**src/rtl/counter_sequencer.sv**
```systemverilog
// Button-driven load/run/pause/done sequencer for a parameterized up-counter.
// Optional per-button debounce filter enabled by defining CTRL_DEBOUNCE_EN.
module counter_sequencer #(
    parameter int unsigned N         = 6,
    parameter int unsigned TICK_DIV  = 50_000_000,
    parameter int unsigned DB_CYCLES = 1_000_000
) (
    input  logic         clk,
    input  logic         reset_n,
    input  logic         btn_start,
    input  logic         btn_stop,
    input  logic         btn_load,
    input  logic [N-1:0] load_value,
    input  logic [N-1:0] limit,
    input  logic [N-1:0] cnt_count,
    output logic         cnt_reset,
    output logic [N-1:0] cnt_initial_value,
    output logic         cnt_enable,
    output logic [2:0]   state,
    output logic         done
);

    localparam int unsigned PW = $clog2(TICK_DIV);
    localparam logic [PW-1:0] PRE_MAX = PW'(TICK_DIV - 1);

    if (TICK_DIV < 2 || DB_CYCLES < 1) begin : g_param_check
        $error("counter_sequencer: TICK_DIV must be >= 2 and DB_CYCLES >= 1");
    end

    typedef enum logic [2:0] {
        S_IDLE  = 3'd0,
        S_LOAD  = 3'd1,
        S_RUN   = 3'd2,
        S_PAUSE = 3'd3,
        S_DONE  = 3'd4
    } state_e;

    // Button bit order: [0] start, [1] stop, [2] load
    logic [2:0] btn_raw;
    logic [2:0] sync1_q;
    logic [2:0] sync2_q;
    logic [2:0] level;
    logic [2:0] edge_q;
    logic [2:0] strobe;

    assign btn_raw = {btn_load, btn_stop, btn_start};

    always_ff @(posedge clk or negedge reset_n) begin
        if (!reset_n) begin
            sync1_q <= '0;
            sync2_q <= '0;
        end else begin
            sync1_q <= btn_raw;
            sync2_q <= sync1_q;
        end
    end

`ifdef CTRL_DEBOUNCE_EN
    localparam int unsigned DBW = $clog2(DB_CYCLES + 1);
    localparam logic [DBW-1:0] DB_LAST = DBW'(DB_CYCLES - 1);

    logic [2:0]     filt_q;
    logic [DBW-1:0] db_cnt_q [3];

    // Filtered level flips only after DB_CYCLES consecutive disagreeing samples.
    always_ff @(posedge clk or negedge reset_n) begin
        if (!reset_n) begin
            filt_q <= '0;
            for (int unsigned i = 0; i < 3; i++) begin
                db_cnt_q[i] <= '0;
            end
        end else begin
            for (int unsigned i = 0; i < 3; i++) begin
                if (sync2_q[i] != filt_q[i]) begin
                    if (db_cnt_q[i] == DB_LAST) begin
                        filt_q[i]   <= sync2_q[i];
                        db_cnt_q[i] <= '0;
                    end else begin
                        db_cnt_q[i] <= db_cnt_q[i] + 1'b1;
                    end
                end else begin
                    db_cnt_q[i] <= '0;
                end
            end
        end
    end

    assign level = filt_q;
`else
    assign level = sync2_q;
`endif

    always_ff @(posedge clk or negedge reset_n) begin
        if (!reset_n) begin
            edge_q <= '0;
        end else begin
            edge_q <= level;
        end
    end

    assign strobe = level & ~edge_q;

    logic start_stb;
    logic stop_stb;
    logic load_stb;

    assign start_stb = strobe[0];
    assign stop_stb  = strobe[1];
    assign load_stb  = strobe[2];

    state_e        state_q, state_d;
    logic [PW-1:0] pre_q, pre_d;
    logic [N-1:0]  init_q, init_d;
    logic          rst_q, rst_d;
    logic          en_q, en_d;

    always_ff @(posedge clk or negedge reset_n) begin
        if (!reset_n) begin
            state_q <= S_IDLE;
            pre_q   <= '0;
            init_q  <= '0;
            rst_q   <= 1'b0;
            en_q    <= 1'b0;
        end else begin
            state_q <= state_d;
            pre_q   <= pre_d;
            init_q  <= init_d;
            rst_q   <= rst_d;
            en_q    <= en_d;
        end
    end

    // Enable is only issued when staying in RUN, so reset and enable never overlap.
    always_comb begin
        state_d = state_q;
        pre_d   = pre_q;
        init_d  = init_q;
        en_d    = 1'b0;
        rst_d   = 1'b0;

        case (state_q)
            S_IDLE: begin
                if (load_stb) begin
                    init_d  = load_value;
                    state_d = S_LOAD;
                end else if (start_stb) begin
                    pre_d   = '0;
                    state_d = S_RUN;
                end
            end
            S_LOAD: begin
                state_d = S_IDLE;
            end
            S_RUN: begin
                if (cnt_count == limit) begin
                    state_d = S_DONE;
                end else if (load_stb) begin
                    init_d  = load_value;
                    state_d = S_LOAD;
                end else if (stop_stb) begin
                    state_d = S_PAUSE;
                end else if (pre_q == PRE_MAX) begin
                    pre_d = '0;
                    en_d  = 1'b1;
                end else begin
                    pre_d = pre_q + 1'b1;
                end
            end
            S_PAUSE: begin
                if (load_stb) begin
                    init_d  = load_value;
                    state_d = S_LOAD;
                end else if (start_stb) begin
                    state_d = S_RUN;
                end
            end
            S_DONE: begin
                if (load_stb) begin
                    init_d  = load_value;
                    state_d = S_LOAD;
                end
            end
            default: begin
                state_d = S_IDLE;
            end
        endcase

        rst_d = (state_d == S_LOAD);
    end

    assign cnt_reset         = rst_q;
    assign cnt_enable        = en_q;
    assign cnt_initial_value = init_q;
    assign state             = state_q;
    assign done              = (state_q == S_DONE);

endmodule
```
**config.mk**
```make
export PLATFORM = sky130hd
export DESIGN_NAME = counter_sequencer
export DESIGN_NICKNAME = d
export VERILOG_FILES = /design/src/rtl/counter_sequencer.sv
export SDC_FILE = /design/constraint.sdc
export NUM_CORES = 1
export LEC_CHECK = 0
export ABC_AREA = 1
export BUFFER_PORTS_ARGS = -buffer_cell sky130_fd_sc_hd__buf_2
export CAP_MARGIN = 30
export CORE_ASPECT_RATIO = 0.7
export CORE_MARGIN = 2
export CORE_UTILIZATION = 44
export CTS_CLUSTER_SIZE = 25
export DETAILED_ROUTE_END_ITERATION = 8
export GPL_TIMING_DRIVEN = 0
export PLACE_DENSITY = 0.66
export SLEW_MARGIN = 20
export SYNTH_ARGS = -nofsm -noshare
export SYNTH_HDL_FRONTEND = slang
export SYNTH_SLANG_ARGS = --single-unit
```
**constraint.sdc**
```tcl
create_clock -name clk -period 4 [get_ports clk]
set_input_delay 0.6 -clock clk [delete_from_list [all_inputs] [get_ports clk]]
set_output_delay 0.6 -clock clk [all_outputs]
set_load 0.05 [all_outputs]
```
==> results of run 1 <==
==> cell usage after synthesis (all sizes together) (3+ instances only) <==
cell and count:
nand2 154, nor2 57, dfrtp 46, inv 42, nand3 34, o21ai 15
nand4 11, nand3b 8, buf 7, nor3 6, xor2 6, a21oi 3
==> final cells by class <==
| class | instances | area [µm²] | share of cell area, % |
|---|---|---|---|
| well taps | 75 | 93.8 | 3.02 |
| plain buffers | 7 | 55.1 | 1.77 |
| flip-flops and latches | 46 | 1150 | 37.0 |
| clock inverters | 3 | 26.3 | 0.845 |
| multi-input cells | 300 | 1360 | 43.7 |
| clock buffers | 5 | 68.8 | 2.21 |
| repair buffers | 35 | 190 | 6.12 |
| inverters | 43 | 164 | 5.27 |
==> flip-flops by register name (all words and copies together), names as in the netlist <==
signal and cells:
cnt_initial_value 6, cnt_reset 1, edge_q 3, cnt_enable 1
state 3, pre_q 26, sync1_q 3, level 3
==> routing by layer <==
metal / up-vias / global-route usage [%]
li1: 1329 / -
met1: 1155 / 34.6
met2: 79 / 28.2
met3: 7 / 3.70
met4: 0 / 5.40
met5: - / 0
==> worst reg2reg max path, delay by kind of cell (launching register included) <==
family	cells	cell delay, ns
adder cells (fa/ha/maj)	1	0.29
buffers and inverters	2	0.25
flip-flops	1	0.42
AND/OR/NAND/NOR	8	0.78
==> stage by stage <==
step	instances	setup slack, ns
detailed placement	506	2.00
CTS	514	1.97
global placement	505	2.07
finish	514	1.96
floorplan	396	1.86
global route	514	1.86
==> report_power, final <==
part,switching (W),leakage (nW),internal [W]
combinational,0.000398,0.907,0.000137
clock,0.000185,0.0495,0.000130
sequential,0.0000369,0.608,0.000517
==> kinds of logic (layout without fill, tap and decap cells) <==
logic type | after synthesis | count (layout) | share of synthesized area [%]
flops | 46 | 46 | 42.2
buf+inv | 50 | 93 | 8.02
compound gates | 19 | 19 | 3.53
xor+xnor | 7 | 7 | 2.25
simple gates | 273 | 273 | 43.6
fa+ha+maj | 1 | 1 | 0.458
==> how the worst max path moves through the flow <==
stage	from	to	slack (ns)	cells past startpoint
5_1_grt	state[0]	done	1.86	4
3_3_place_gp	limit[1]	pre_q[1]	2.07	9
3_5_place_dp	limit[1]	pre_q[1]	2.00	9
6_report	state[0]	done	1.96	4
2_1_floorplan	state[0]	done	1.86	3
4_1_cts	state[0]	done	1.97	4
==> summary.txt, run 1 <==
Synth
  – Syn Std Cell Area: ~2700 µm²
  – Post-synth EDFFs: 0
  – Seq cells post-synth: 46
  – Share of synthesized registers carrying an async set or reset: 100%
  – Register area share after synthesis: 42.2%
  – Syn Inst Count: around 400
  – Dominant cells by area after synthesis: dfrtp_1, nand2_1, nor2_1, nand3_1, inv_1
  – Synthesis warning total: 0
  – Synth top area share: approximately 42%
  – Synth Area per Inst: between 6 and 7 µm²
  – Area leader, netlist: dfrtp_1
  – Post-synthesis cell type count: 28
  – Post-synth top flop: dfrtp_1
  – Synth Net Count: 420

Critical path
  – CP delay by family, top: flip-flops
  – Data required time at the worst endpoint: ~3.4 ns
  – Critical path cell sequence: nor2_1 -> inv_1 -> nor2_1 -> buf_2
  – Worst Path Arrival: 1.44 ns
  – Critical Path Fanout Max: 5
  – Max incr delay on CP: 0.46 ns
  – CP dominant cell by count: nor2_1
  – Setup slack, reg-to-reg: 2.20 ns
  – Worst R2R End: pre_q[3]
  – CP Capture Type: output pin
  – CP Launch Type: flip-flop
  – Worst setup path category: flip-flop to output pin
  – Worst Reg-to-Reg Cells: 11
  – Critical Path Slowest Stage Cell: dfrtp_1
  – Bufs and invs on worst path: 2
  – Reg2reg start: pre_q[0]

Layout
  – Most common cell after layout, fill and taps aside: nand2_1
  – Final-layout fill cell count: between 500 and 600
  – Layout cells sized above 1: 15.3%
  – Post-layout util: 53.2%
  – Antenna Cells: 0
  – Most frequent cells in the layout: nand2_1, nor2_1, dfrtp_1
  – Nets: 462
  – Area growth, synth to finish: 13.9%
  – Final instance area: 3110 µm²

Flow run
  – Max_cap viols: 0

Global routing
  – Initial antenna violation count: 0
  – GRT overflow: 0
  – Pin count of the biggest net entering global routing: 32
  – Vias in the first global route: 2322
  – Total track usage: 21.2%
  – First-pass GRT wire length: 11600 µm

Die
  – Die H: 69.9 µm
  – Die area: 6860 µm²
  – I/O pin count: 35
  – Std-Cell Rows: 23
  – Starting density of the core: 46.7%
  – Die W: 98.1 µm
  – Core area: just under 6000 µm²

Place
  – Gpl congestion: 0.939
  – Port Buffer Count: 34
  – Final HPWL DP: approximately 5200 µm
  – Post-placement cell area: 3010 µm²

Timing
  – Fin. max-slew vios: 0
  – # setup viols final: 0
  – RSZ-0062 raised after global routing: no
  – Min Tclk post-route: 2.04 ns
  – Clock skew: 0.0106 ns
  – Final setup TNS: 0 ns
  – Worst slew margin: about three quarters
  – Worst Max-Slew Pin Slew: 0.369 ns
  – Crit share post-route: between 50 and 60%
  – Highest clock rate: between 400 and 500 MHz
  – Final Hold Violating Endpoints: 0
  – Worst hold slack: 0.183 ns

Detailed routing
  – DRT iter0 DRCs: ~210
  – DR WL met2: approximately 2500 µm
  – Via Count: 2570
  – Final WL: roughly 6800 µm
  – Post-route ant nets: 0
  – DRT Pass-1 Iters: 5
  – Highest Signal Layer: met4
  – DR DRC count: 0
  – DR WL/cell: 13.2 µm
  – Via density: ~5.0
  – Metal1 wirelength: 3740 µm
  – Met3 Wirelength: about 420 µm

Pwr
  – Pwr dens: around 450 nW/µm²
  – Tot Pwr: roughly 0.0014 W
  – Static Leak: 1.57 nW
  – Max IR drop VDD: 213 µV

Clock tree
  – Setup bufs post-CTS: 0
  – Clock-pin slew on the worst setup and hold paths: about 0.10 ns
  – Max clock buf depth: 2
  – Htree depth: 2
  – Num Clock Sinks: 46
  – Total CTS buffers: 5
  – CTS tree: built
  – Hold Buf Count CTS: 0
  – Root buffer cell: clkbuf_8
  – Post_cts resized: 0
  – Skew-Pair Late Insertion Delay: 0.31 ns

Hold path
  – HP Class: input pin to asynchronous set/reset pin

Status
  – Status: complete, no violations
Note: power is estimated with default switching activity, not from simulation.
==> inputs of run 2 (changes only) <==
--- a/config.mk
+++ b/config.mk
@@ -14,7 +14,7 @@
 export CTS_CLUSTER_SIZE = 25
 export DETAILED_ROUTE_END_ITERATION = 8
 export GPL_TIMING_DRIVEN = 0
-export PLACE_DENSITY = 0.66
+export PLACE_DENSITY = 0.69
 export SLEW_MARGIN = 20
 export SYNTH_ARGS = -nofsm -noshare
 export SYNTH_HDL_FRONTEND = slang
==> constraint.sdc (replaced) <==
create_clock -name clk -period 1.73 [get_ports clk]
set_input_delay 0.2595 -clock clk [delete_from_list [all_inputs] [get_ports clk]]
set_output_delay 0.2595 -clock clk [all_outputs]
set_load 0.05 [all_outputs]
==> summary.txt, run 2 (synthesized netlist as in run 1, its figures left out) <==
Timing
  – # setup viols final: 0 (unchanged)
  – Final setup TNS: 0 ns (unchanged)
  – Final Hold Violating Endpoints: 0 (unchanged)
  – Highest clock rate: about 600 MHz
  – Crit share post-route: a little over nine tenths
  – Worst Max-Slew Pin Slew: 0.563 ns (+0.194 ns)
  – Fin. max-slew vios: 0 (unchanged)
  – Min Tclk post-route: 1.64 ns
  – Worst slew margin: 62.5% (-13 points)
  – Clock skew: 0.00352 ns (-0.00708 ns)

Die
  – Starting density of the core: 46.7% (unchanged)
  – Core area: 5840 µm² (unchanged)
  – Die H: 69.9 µm (unchanged)
  – Std-Cell Rows: 23 (unchanged)
  – I/O pin count: 35 (unchanged)
  – Die W: 98.1 µm (unchanged)
  – Die area: 6860 µm² (unchanged)

Detailed routing
  – Post-route ant nets: 0 (unchanged)
  – Final WL: 7010 µm (+3.6%)
  – DR WL/cell: 13.5 µm (+2.6%)
  – DR DRC count: 0 (unchanged)
  – Via Count: 2648 (+3.0%)
  – DRT iter0 DRCs: 169 (-18%)
  – Via density: 5.10 (+2.0%)
  – DRT Pass-1 Iters: 5 (unchanged)

Clock tree
  – Total CTS buffers: 5 (unchanged)
  – Max clock buf depth: 2 (unchanged)
  – Clock-pin slew on the worst setup and hold paths: 0.09 ns (about the same)
  – Root buffer cell: clkbuf_8
  – Skew-Pair Late Insertion Delay: 0.31 ns (about the same)
  – CTS tree: built
  – Htree depth: 2 (unchanged)
  – Num Clock Sinks: 46 (unchanged)

Global routing
  – Pin count of the biggest net entering global routing: 25 (-22%)
  – Vias in the first global route: 2318 (-0.17%)
  – Initial antenna violation count: 0 (unchanged)
  – GRT overflow: 0 (unchanged)
  – Total track usage: 20.6% (-0.54 points)
  – First-pass GRT wire length: 11300 µm (-2.1%)

Layout
  – Most common cell after layout, fill and taps aside: nand2_1
  – Area growth, synth to finish: 18.7%
  – Layout cells sized above 1: 18.2% (+3.0 points)
  – Nets: 467 (+1.1%)
  – Max FFs per register: 26 (unchanged)
  – Final Non-Filler Cells: 519 (+0.97%)
  – Register with the most flip-flops: pre_q
  – Antenna Cells: 0 (unchanged)
  – Most frequent cells in the layout: nand2_1, nor2_1, dfrtp_1

Critical path
  – Data required time at the worst endpoint: 1.47 ns (-1.93 ns)
  – CP Capture Type: output pin
  – Worst Path Arrival: 1.38 ns (-0.06 ns)
  – CP Launch Type: flip-flop
  – Setup slack, reg-to-reg: 0.09 ns (-2.11 ns)
  – Critical Path Fanout Max: 5 (unchanged)
  – Worst setup path category: flip-flop to output pin

Hold path
  – HP Class: input pin to flip-flop

Pwr
  – Tot Pwr: 0.00347 W (+150%)
  – Pwr dens: 1070 nW/µm² (+140%)
  – Max IR drop VDD: 505 µV (+140%)
  – Static Leak: 1.61 nW (+2.7%)

Status
  – Status: complete, no violations

Place
  – Gpl congestion: 0.988 (+5.2%)
  – Port Buffer Count: 34 (unchanged)
  – Placed Instances: 506 (unchanged)
  – Final HPWL DP: 5270 µm (+2.3%)

Flow run
  – Max_cap viols: 0 (unchanged)
run 2: cell types whose count changed in the layout (fill, tap and decap cells not counted), moves of 2 or more:
cell	change
dfrtp_1	-2
nor2_1	-4
inv_6	-2
nor2_4	+3
dfrtp_2	+2
nand2_1	-2
buf_4	+3
nand2_2	+2
run 2: metal layers:
layer / GRT usage (%) / wire length (µm) / vias to the layer above / part of all wire (%)
met2: 28.7 / 2890 / 69 / 41
met1: 32.9 / 3670 / 1233 / 52
met5: 0 / 0 / - / 0
met4: 4.78 / 57 / 0 / 0.81
met3: 3.80 / 386 / 5 / 5.5
li1: - / - / 1341 / -
run 2: final timing paths:
| check | cells after the start | from | end |
|---|---|---|---|
| max in group asynchronous | 3 | reset_n | pre_q[16] |
| worst max register to register | 11 | pre_q[1] | pre_q[20] |
| min in group asynchronous | 2 | reset_n | sync1_q[0] |
| worst max-delay path | 4 | state[0] | done |
| worst min register to register | 0 | sync1_q[0] | level[0] |
| worst min-delay path | 1 | btn_stop | sync1_q[1] |
run 2: what timing repair did:
item / 4_1_cts / 5_1_grt
pin swaps: 1 / 4
hold endpoints to repair: 22 / 0
endpoints found under the setup margin: 10 / 24
resized for setup: 1 / 16
hold buffers: 1 / 0
cloned: 0 / 1
buffers inserted: 1 / 2
run 2: through the flow:
| stage | hold WS, ns | area (µm²) | util [%] | worst slack, ns |
|---|---|---|---|---|
| 2_1_floorplan | -0.0361 | 2730 | - | 0.0356 |
| 3_3_place_gp | 0.332 | 3000 | 51.3 | -0.0260 |
| 3_5_place_dp | 0.281 | 3020 | 51.7 | -0.0382 |
| 4_1_cts | 0.0432 | 3160 | 54.0 | 0.00524 |
| 5_1_grt | 0.0356 | 3240 | 55.4 | -0.00923 |
| 6_report | 0.0518 | 3240 | 55.4 | 0.0932 |
run 2: cell type report:
| cell class | count | area (µm²) |
|---|---|---|
| Buffer | 7 | 61.3 |
| Clock buffer | 5 | 68.8 |
| Clock inverter | 3 | 43.8 |
| Fill cell | 544 | 2600 |
| Inverter | 43 | 164 |
| Multi-Input combinational cell | 300 | 1420 |
| Sequential cell | 46 | 1150 |
| Tap cell | 75 | 93.8 |
| Timing Repair Buffer | 40 | 238 |
run 2: critical path: stages (launching register included):
cell and delay (ns):
dfrtp_1 0.45, nor2_1 0.13, inv_1 0.08, nor2_2 0.13, buf_2 0.28
run 2: where the power goes:
group	internal [W]	switching [W]
sequential	0.00120	0.0000984
clock	0.000433	0.000391
combinational	0.000380	0.000965
total	0.00201	0.00145
